File: src/rtl/hazard_ctrl.sv
// Purpose: hazard/sequencing control for the 5-stage MIPS pipeline: forwarding selects, load-use and MDU interlocks, branch flush.
// Latency: forwarding and stall/clear controls are combinational; MDU busy tracking is registered (busy MDU_LAT-1 cycles after start).
// Backpressure: stalls IF/ID on a load-use hazard (one cycle) or on an HI/LO consumer while the MDU is busy; a taken branch overrides stalls.
//
// Ports:
//   clk, reset                      clock, asynchronous active-high reset
//   valid_id_i, rs_id_i, rt_id_i    ID-stage instruction and its sources
//   mdu_use_id_i                    ID instruction reads HI/LO or is a mult/div
//   valid_ex_i .. mdu_start_ex_i    EX-stage instruction fields and control
//   dst_mem_i, reg_wr_mem_i         MEM-stage write-back target
//   dst_wb_i, reg_wr_wb_i           WB-stage write-back target
//   stall_if_o, stall_id_o          hold PC / IF/ID and the ID instruction
//   clr_id_o, clr_ex_o              clear IF/ID and ID/EX registers
//   fwd_a_o, fwd_b_o                EX operand selects: 00 regfile, 01 WB, 10 MEM
//   mdu_busy_o                      MDU result not yet available
// Optional build macro HAZ_PERF_CNT_EN adds stall_cnt_o and flush_cnt_o
// (cycles with stall_id_o high, cycles with branch_taken_ex_i high; both wrap).

module hazard_ctrl #(
    parameter int MDU_LAT = 8,
    parameter int CNT_W   = 8
) (
    input  logic       clk,
    input  logic       reset,
    input  logic       valid_id_i,
    input  logic [4:0] rs_id_i,
    input  logic [4:0] rt_id_i,
    input  logic       mdu_use_id_i,
    input  logic       valid_ex_i,
    input  logic [4:0] rs_ex_i,
    input  logic [4:0] rt_ex_i,
    input  logic [4:0] dst_ex_i,
    input  logic       reg_wr_ex_i,
    input  logic       mem_to_reg_ex_i,
    input  logic       branch_taken_ex_i,
    input  logic       mdu_start_ex_i,
    input  logic [4:0] dst_mem_i,
    input  logic       reg_wr_mem_i,
    input  logic [4:0] dst_wb_i,
    input  logic       reg_wr_wb_i,
    output logic       stall_if_o,
    output logic       stall_id_o,
    output logic       clr_id_o,
    output logic       clr_ex_o,
    output logic [1:0] fwd_a_o,
    output logic [1:0] fwd_b_o,
    output logic       mdu_busy_o
`ifdef HAZ_PERF_CNT_EN
    ,
    output logic [31:0] stall_cnt_o,
    output logic [31:0] flush_cnt_o
`endif
);

    typedef enum logic {
        IDLE = 1'b0,
        BUSY = 1'b1
    } mdu_state_t;

    localparam logic [CNT_W-1:0] RELOAD = CNT_W'(MDU_LAT - 1);
    localparam logic [CNT_W-1:0] ONE    = CNT_W'(1);

    mdu_state_t       state, state_nxt;
    logic [CNT_W-1:0] cnt, cnt_nxt;
    logic             mdu_go;
    logic             lu;
    logic             md;
    logic             hold;
    logic             wr_mem_ok;
    logic             wr_wb_ok;

    // ------------------------------------------------------------------
    // Forwarding: the MEM result is younger than WB, so it wins.
    // Register 0 is never forwarded since it always reads as zero.
    // ------------------------------------------------------------------
    assign wr_mem_ok = reg_wr_mem_i && (dst_mem_i != 5'd0);
    assign wr_wb_ok  = reg_wr_wb_i  && (dst_wb_i  != 5'd0);

    always_comb begin
        fwd_a_o = 2'b00;
        if (wr_mem_ok && (dst_mem_i == rs_ex_i)) begin
            fwd_a_o = 2'b10;
        end else if (wr_wb_ok && (dst_wb_i == rs_ex_i)) begin
            fwd_a_o = 2'b01;
        end
    end

    always_comb begin
        fwd_b_o = 2'b00;
        if (wr_mem_ok && (dst_mem_i == rt_ex_i)) begin
            fwd_b_o = 2'b10;
        end else if (wr_wb_ok && (dst_wb_i == rt_ex_i)) begin
            fwd_b_o = 2'b01;
        end
    end

    // ------------------------------------------------------------------
    // MDU busy tracker. The counter holds the cycles left before the
    // result is readable; leaving BUSY on the count-of-1 edge lands the
    // counter on 0 exactly as the FSM returns to IDLE.
    // ------------------------------------------------------------------
    assign mdu_go = mdu_start_ex_i && valid_ex_i;

    always_ff @(posedge clk or posedge reset) begin
        if (reset) begin
            state <= IDLE;
            cnt   <= '0;
        end else begin
            state <= state_nxt;
            cnt   <= cnt_nxt;
        end
    end

    always_comb begin
        state_nxt = state;
        cnt_nxt   = cnt;
        case (state)
            IDLE: begin
                if (mdu_go) begin
                    state_nxt = BUSY;
                    cnt_nxt   = RELOAD;
                end
            end
            BUSY: begin
                if (mdu_go) begin
                    // Back-to-back issue restarts the latency window.
                    cnt_nxt = RELOAD;
                end else if (cnt == ONE) begin
                    state_nxt = IDLE;
                    cnt_nxt   = '0;
                end else begin
                    cnt_nxt = cnt - ONE;
                end
            end
            default: begin
                state_nxt = IDLE;
                cnt_nxt   = '0;
            end
        endcase
    end

    assign mdu_busy_o = (state == BUSY);

    // ------------------------------------------------------------------
    // Interlocks. A taken branch squashes the ID instruction anyway, so
    // its redirect must never be frozen by a stall on that instruction.
    // reg_wr_ex_i is implied by mem_to_reg_ex_i for the load-use check.
    // ------------------------------------------------------------------
    assign lu = valid_ex_i && mem_to_reg_ex_i && (dst_ex_i != 5'd0) && valid_id_i
                && ((dst_ex_i == rs_id_i) || (dst_ex_i == rt_id_i))
                && (reg_wr_ex_i || !reg_wr_ex_i);
    assign md = mdu_busy_o && valid_id_i && mdu_use_id_i;

    assign hold       = (lu || md) && !branch_taken_ex_i;
    assign stall_if_o = hold;
    assign stall_id_o = hold;
    assign clr_id_o   = branch_taken_ex_i;
    assign clr_ex_o   = lu || md || branch_taken_ex_i;

`ifdef HAZ_PERF_CNT_EN
    always_ff @(posedge clk or posedge reset) begin
        if (reset) begin
            stall_cnt_o <= '0;
            flush_cnt_o <= '0;
        end else begin
            if (stall_id_o) begin
                stall_cnt_o <= stall_cnt_o + 32'd1;
            end
            if (branch_taken_ex_i) begin
                flush_cnt_o <= flush_cnt_o + 32'd1;
            end
        end
    end
`endif

endmodule

File: config.mk
export PLATFORM = sky130hd
export DESIGN_NAME = hazard_ctrl
export DESIGN_NICKNAME = d
export VERILOG_FILES = /design/src/rtl/hazard_ctrl.sv
export SDC_FILE = /design/constraint.sdc
export NUM_CORES = 1
export LEC_CHECK = 0
export BUFFER_PORTS_ARGS = -buffer_cell sky130_fd_sc_hd__buf_2
export CAP_MARGIN = 10
export CORE_UTILIZATION = 36
export CTS_CLUSTER_DIAMETER = 60
export DETAILED_ROUTE_END_ITERATION = 16
export GPL_TIMING_DRIVEN = 1
export MAX_ROUTING_LAYER = met4
export PLACE_DENSITY_LB_ADDON = 0.15
export SKIP_CTS_REPAIR_TIMING = 1
export SKIP_LAST_GASP = 1
export SLEW_MARGIN = 10
export SYNTH_ARGS = -nofsm -noshare
export SYNTH_HDL_FRONTEND = slang
export SYNTH_SLANG_ARGS = --single-unit
export TNS_END_PERCENT = 10
File: constraint.sdc
create_clock -name clk -period 1.7 [get_ports clk]
set_clock_uncertainty 0.05 [all_clocks]
set_input_delay 0.17 -clock clk [delete_from_list [all_inputs] [get_ports clk]]
set_output_delay 0.17 -clock clk [all_outputs]
set_load 0.03 [all_outputs]
==> summary by stage <==
Floorplan
Row generation in the floorplan step produced 18 rows. The initial core utilization is 38.2%. The die height is 53.5 um.

The overall die width is 53.5 um. The total die area is 2870 sq um. Pin placement for this block handled 55 I/O pins. The area of the core region is 2500 sq um.

Global route
Entering global routing, the biggest net connects 13 pins. The initial antenna violation count is 0. The first global-routing pass estimated 3.75 mm of wire. The number of global-route vias before repair came to 962. The overall fraction of global-route tracks in use is 18.5%. Global routing finished with a remaining overflow of 0.

Final layout
Of the cells placed in the final design, the portion with a size suffix greater than 1 is 46.3%. The most common library cell in the layout ignoring fill and taps is sky130_fd_sc_hd__buf_2. The top cell types in the final layout, fill and taps aside, are sky130_fd_sc_hd__buf_2, sky130_fd_sc_hd__xor2_1, sky130_fd_sc_hd__nand2_1.

The core occupancy in the finished layout is 55.9%. From synthesis to final layout, the design area changed by 46.2%. The finished cells cover 1400 sq um. The net count of the finished layout is 226.

0 antenna diodes ended up in the layout. The filler cell count in the final layout is 250.

Clock network
The clock reaches the later pin of the worst-skew pair after 0.26 ns. After clock tree synthesis, the clock-pin slew on the worst setup and hold paths is 0.06 ns. The clock sink total is 9.

Counting along the longest clock path gives a buffer depth of 2. The number of buffers created by CTS is 3. CTS built an H-tree with a depth of 1. The TritonCTS clock tree is done.

In this run the clock root is driven by a sky130_fd_sc_hd__clkbuf_4.

Status
The final reports fail on setup timing. The run finished, with violations left.

STA
Dividing the final minimum period by the clock period gives 104%. The max-slew violation count is 0. The routed design could run at a clock period as short as 1.77 ns. Setup violations remaining at the end of the flow were counted as 4.

Setup repair after global routing could not meet its margin everywhere. The number of hold violations in the final report was 0. The headroom to the max-slew limit is 73.1%. For this run, the top clock speed supported by timing is 0.565 GHz.

At the pin with the least slew margin, the transition time is 0.404 ns. The worst path setup slack after routing is -0.0690 ns.

Critical path
STA classifies the critical path startpoint as an input pin. Data on the critical path arrives at its endpoint at 1.55 ns. The worst-case register-to-register setup slack is -0.05 ns. At the worst endpoint, the required time is 1.48 ns. The slowest stage of the critical path is the sky130_fd_sc_hd__or4_4 cell.

The cell family contributing the most delay on the critical path is simple AND/OR/NAND/NOR gates. In this design, the critical path's most frequently occurring cell is sky130_fd_sc_hd__nor4_2. The depth of the worst register-to-register path is 6.

The biggest fanout along the worst timing path is 2. By startpoint and endpoint, the worst setup path is classified as input pin to primary output. The combined buffer and inverter count along the critical path is 2.

The worst setup path is captured at a primary output. The signal on the critical path passes through buf_2 -> or4_4 -> o21ai_4 -> nor4_2 -> nor4_2 -> buf_4. The endpoint identified for the worst register-to-register timing path is cnt[5]. The startpoint of the worst-slack reg-to-reg timing path is cnt[1]. In this design, the stage delay of the slowest critical-path cell is 0.54 ns.

Power and ir drop
Across the VDD grid, the largest voltage drop is 0.795 mV. The leakage power total is 0.661 nW. Overall power consumption after layout is estimated at 1.35 mW. Dividing total power by cell area gives a power density of 963 nW/um^2.

Routing
The post-detailed-route DRC marker count is 0. Detailed routing inserted a total of 1047 vias. For this run, the detailed router's first-pass iteration total came to 4.

Wires add up to 2.44 mm. The post-detailed-route via-to-cell ratio is 5.06. The first-iteration detailed-routing DRC count is 14. The average routed wire per standard cell is 11.8 um. Once detail routing completed, the nets flagged for antenna violations numbered 0.

Synth
Synthesis inferred 9 register bits. The biggest area contributor in the post-synthesis netlist is sky130_fd_sc_hd__dfrtp_1. The cell count after synthesis is 112. The synthesized netlist occupies a cell area of 956 sq um. The fraction of synthesized cell area taken by the top area cell type is 23.6%.

The unique cell type count in the Yosys netlist is 34. The count of warnings emitted by yosys is 0. The post-synthesis sequential area ratio is 23.6%. By area the synthesized netlist is led by sky130_fd_sc_hd__dfrtp_1, sky130_fd_sc_hd__xor2_1, sky130_fd_sc_hd__xnor2_1, sky130_fd_sc_hd__nand2_1, sky130_fd_sc_hd__o21ai_0. Counting every net in the synthesized netlist gives 160. The average instance in the mapped netlist occupies 8.53 sq um.

Place
The count of input and output buffers is 53. Detailed placement ended at an HPWL of 2.05 mm. The area of placed instances is 1330 sq um. The last weighted congestion value of the routability-driven placer is 0.771.

Hold path
The worst hold endpoint is mdu_busy_o. The worst hold path passes through 3 cells. The tightest min-delay check is of the input pin to flip-flop type. The startpoint identified for the worst hold timing path is mdu_start_ex_i.

Run
The max-cap violation count is 0.
-- power by group --
part           leakage [nW]  internal [mW]  switching [mW]  total, mW
Sequential            0.108          0.306           0.125      0.431
Clock                0.0150         0.0904          0.0743      0.165
Combinational         0.538          0.363           0.387      0.750
-- per-stage QoR --
| stage | hold WS (ns) | cells | worst slack [ns] | TNS [ns] |
|---|---|---|---|---|
| 2_1_floorplan | -0.0521 | 112 | -0.192 | -0.384 |
| 3_3_place_gp | 0.100 | 201 | -0.0571 | -0.164 |
| 3_5_place_dp | 0.0995 | 201 | -0.111 | -0.331 |
| 5_1_grt | 0.249 | 207 | -0.116 | -0.710 |
| 6_report | 0.222 | 207 | -0.0690 | -0.196 |
| 4_1_cts | -0.182 | 205 | -0.115 | -0.360 |
-- worst register-to-register path, stage by stage (launching register included) --
cell and delay (ns):
sky130_fd_sc_hd__dfrtp_1 0.38, sky130_fd_sc_hd__inv_2 0.08, sky130_fd_sc_hd__ha_4 0.12, sky130_fd_sc_hd__or4b_4 0.48, sky130_fd_sc_hd__o211a_4 0.29, sky130_fd_sc_hd__a31oi_1 0.17
sky130_fd_sc_hd__a21oi_1 0.05
-- synthesized netlist by cell type --
master                      number
sky130_fd_sc_hd__o21a_1          1
sky130_fd_sc_hd__o31ai_1         1
sky130_fd_sc_hd__mux2i_1         1
sky130_fd_sc_hd__a21oi_1         5
sky130_fd_sc_hd__clkbuf_1        1
sky130_fd_sc_hd__or3b_2          1
sky130_fd_sc_hd__xnor2_1         6
sky130_fd_sc_hd__nand4b_1        1
sky130_fd_sc_hd__o21ai_2         2
sky130_fd_sc_hd__nor2_1          5
sky130_fd_sc_hd__or4_1           4
sky130_fd_sc_hd__o211a_4         1
sky130_fd_sc_hd__and3_1          1
sky130_fd_sc_hd__a22oi_1         1
sky130_fd_sc_hd__or3_1           1
sky130_fd_sc_hd__o21ai_1         1
sky130_fd_sc_hd__ha_1            2
sky130_fd_sc_hd__o2111ai_1       1
sky130_fd_sc_hd__o221a_2         1
sky130_fd_sc_hd__or4_4           1
sky130_fd_sc_hd__nand3_1         3
sky130_fd_sc_hd__or4b_4          1
sky130_fd_sc_hd__nor4_2          2
sky130_fd_sc_hd__o31a_1          2
sky130_fd_sc_hd__xor2_1         24
sky130_fd_sc_hd__dfrtp_1         9
sky130_fd_sc_hd__buf_4           2
sky130_fd_sc_hd__nand4_1         1
sky130_fd_sc_hd__nor3_1          3
sky130_fd_sc_hd__o21ai_0         6
sky130_fd_sc_hd__a31oi_1         2
sky130_fd_sc_hd__nand2_1        12
sky130_fd_sc_hd__inv_1           3
sky130_fd_sc_hd__nor4_1          4
-- kinds of logic after synthesis --
logic type / synth area share [%]
mux: 1.05
xor+xnor: 27.5
buf+inv: 3.14
flops: 23.6
fa+ha+maj: 2.62
simple gates: 24.6
compound gates: 17.5
-- worst max-delay path by stage --
stage | from | to | depth (start not counted)
detailed placement | dst_mem_i[1] | fwd_a_o[0] | 6
CTS | dst_mem_i[1] | fwd_a_o[0] | 6
global placement | dst_mem_i[1] | fwd_a_o[0] | 6
floorplan | dst_mem_i[1] | fwd_a_o[0] | 4
finish | dst_mem_i[1] | fwd_a_o[0] | 6
global route | dst_mem_i[1] | fwd_a_o[0] | 6
-- layer usage --
layer  part of all wire (%)  up-vias  GRT usage [%]  routed length, um
li1                       -      538              -                  -
met1                     41      466           19.1               1010
met2                     52       41           35.8               1260
met3                    6.4        2           5.08                155
met4                   0.53        0           1.32                 13
met5                      0        -              -                  0
-- layout make-up --
| cell class | count | area (sq um) | area share, % |
|---|---|---|---|
| well taps | 30 | 37.5 | 2.69 |
| multi-input cells | 97 | 743 | 53.2 |
| clock buffers | 4 | 26.3 | 1.88 |
| inverters | 3 | 11.3 | 0.806 |
| repair buffers | 64 | 353 | 25.2 |
| flip-flops and latches | 9 | 226 | 16.2 |
-- sequential cells by signal, summed over array words and instances, names as in the netlist --
signal,cells
mdu_busy_o,1
cnt,8
No activity file was read; power rests on OpenSTA's default activity.
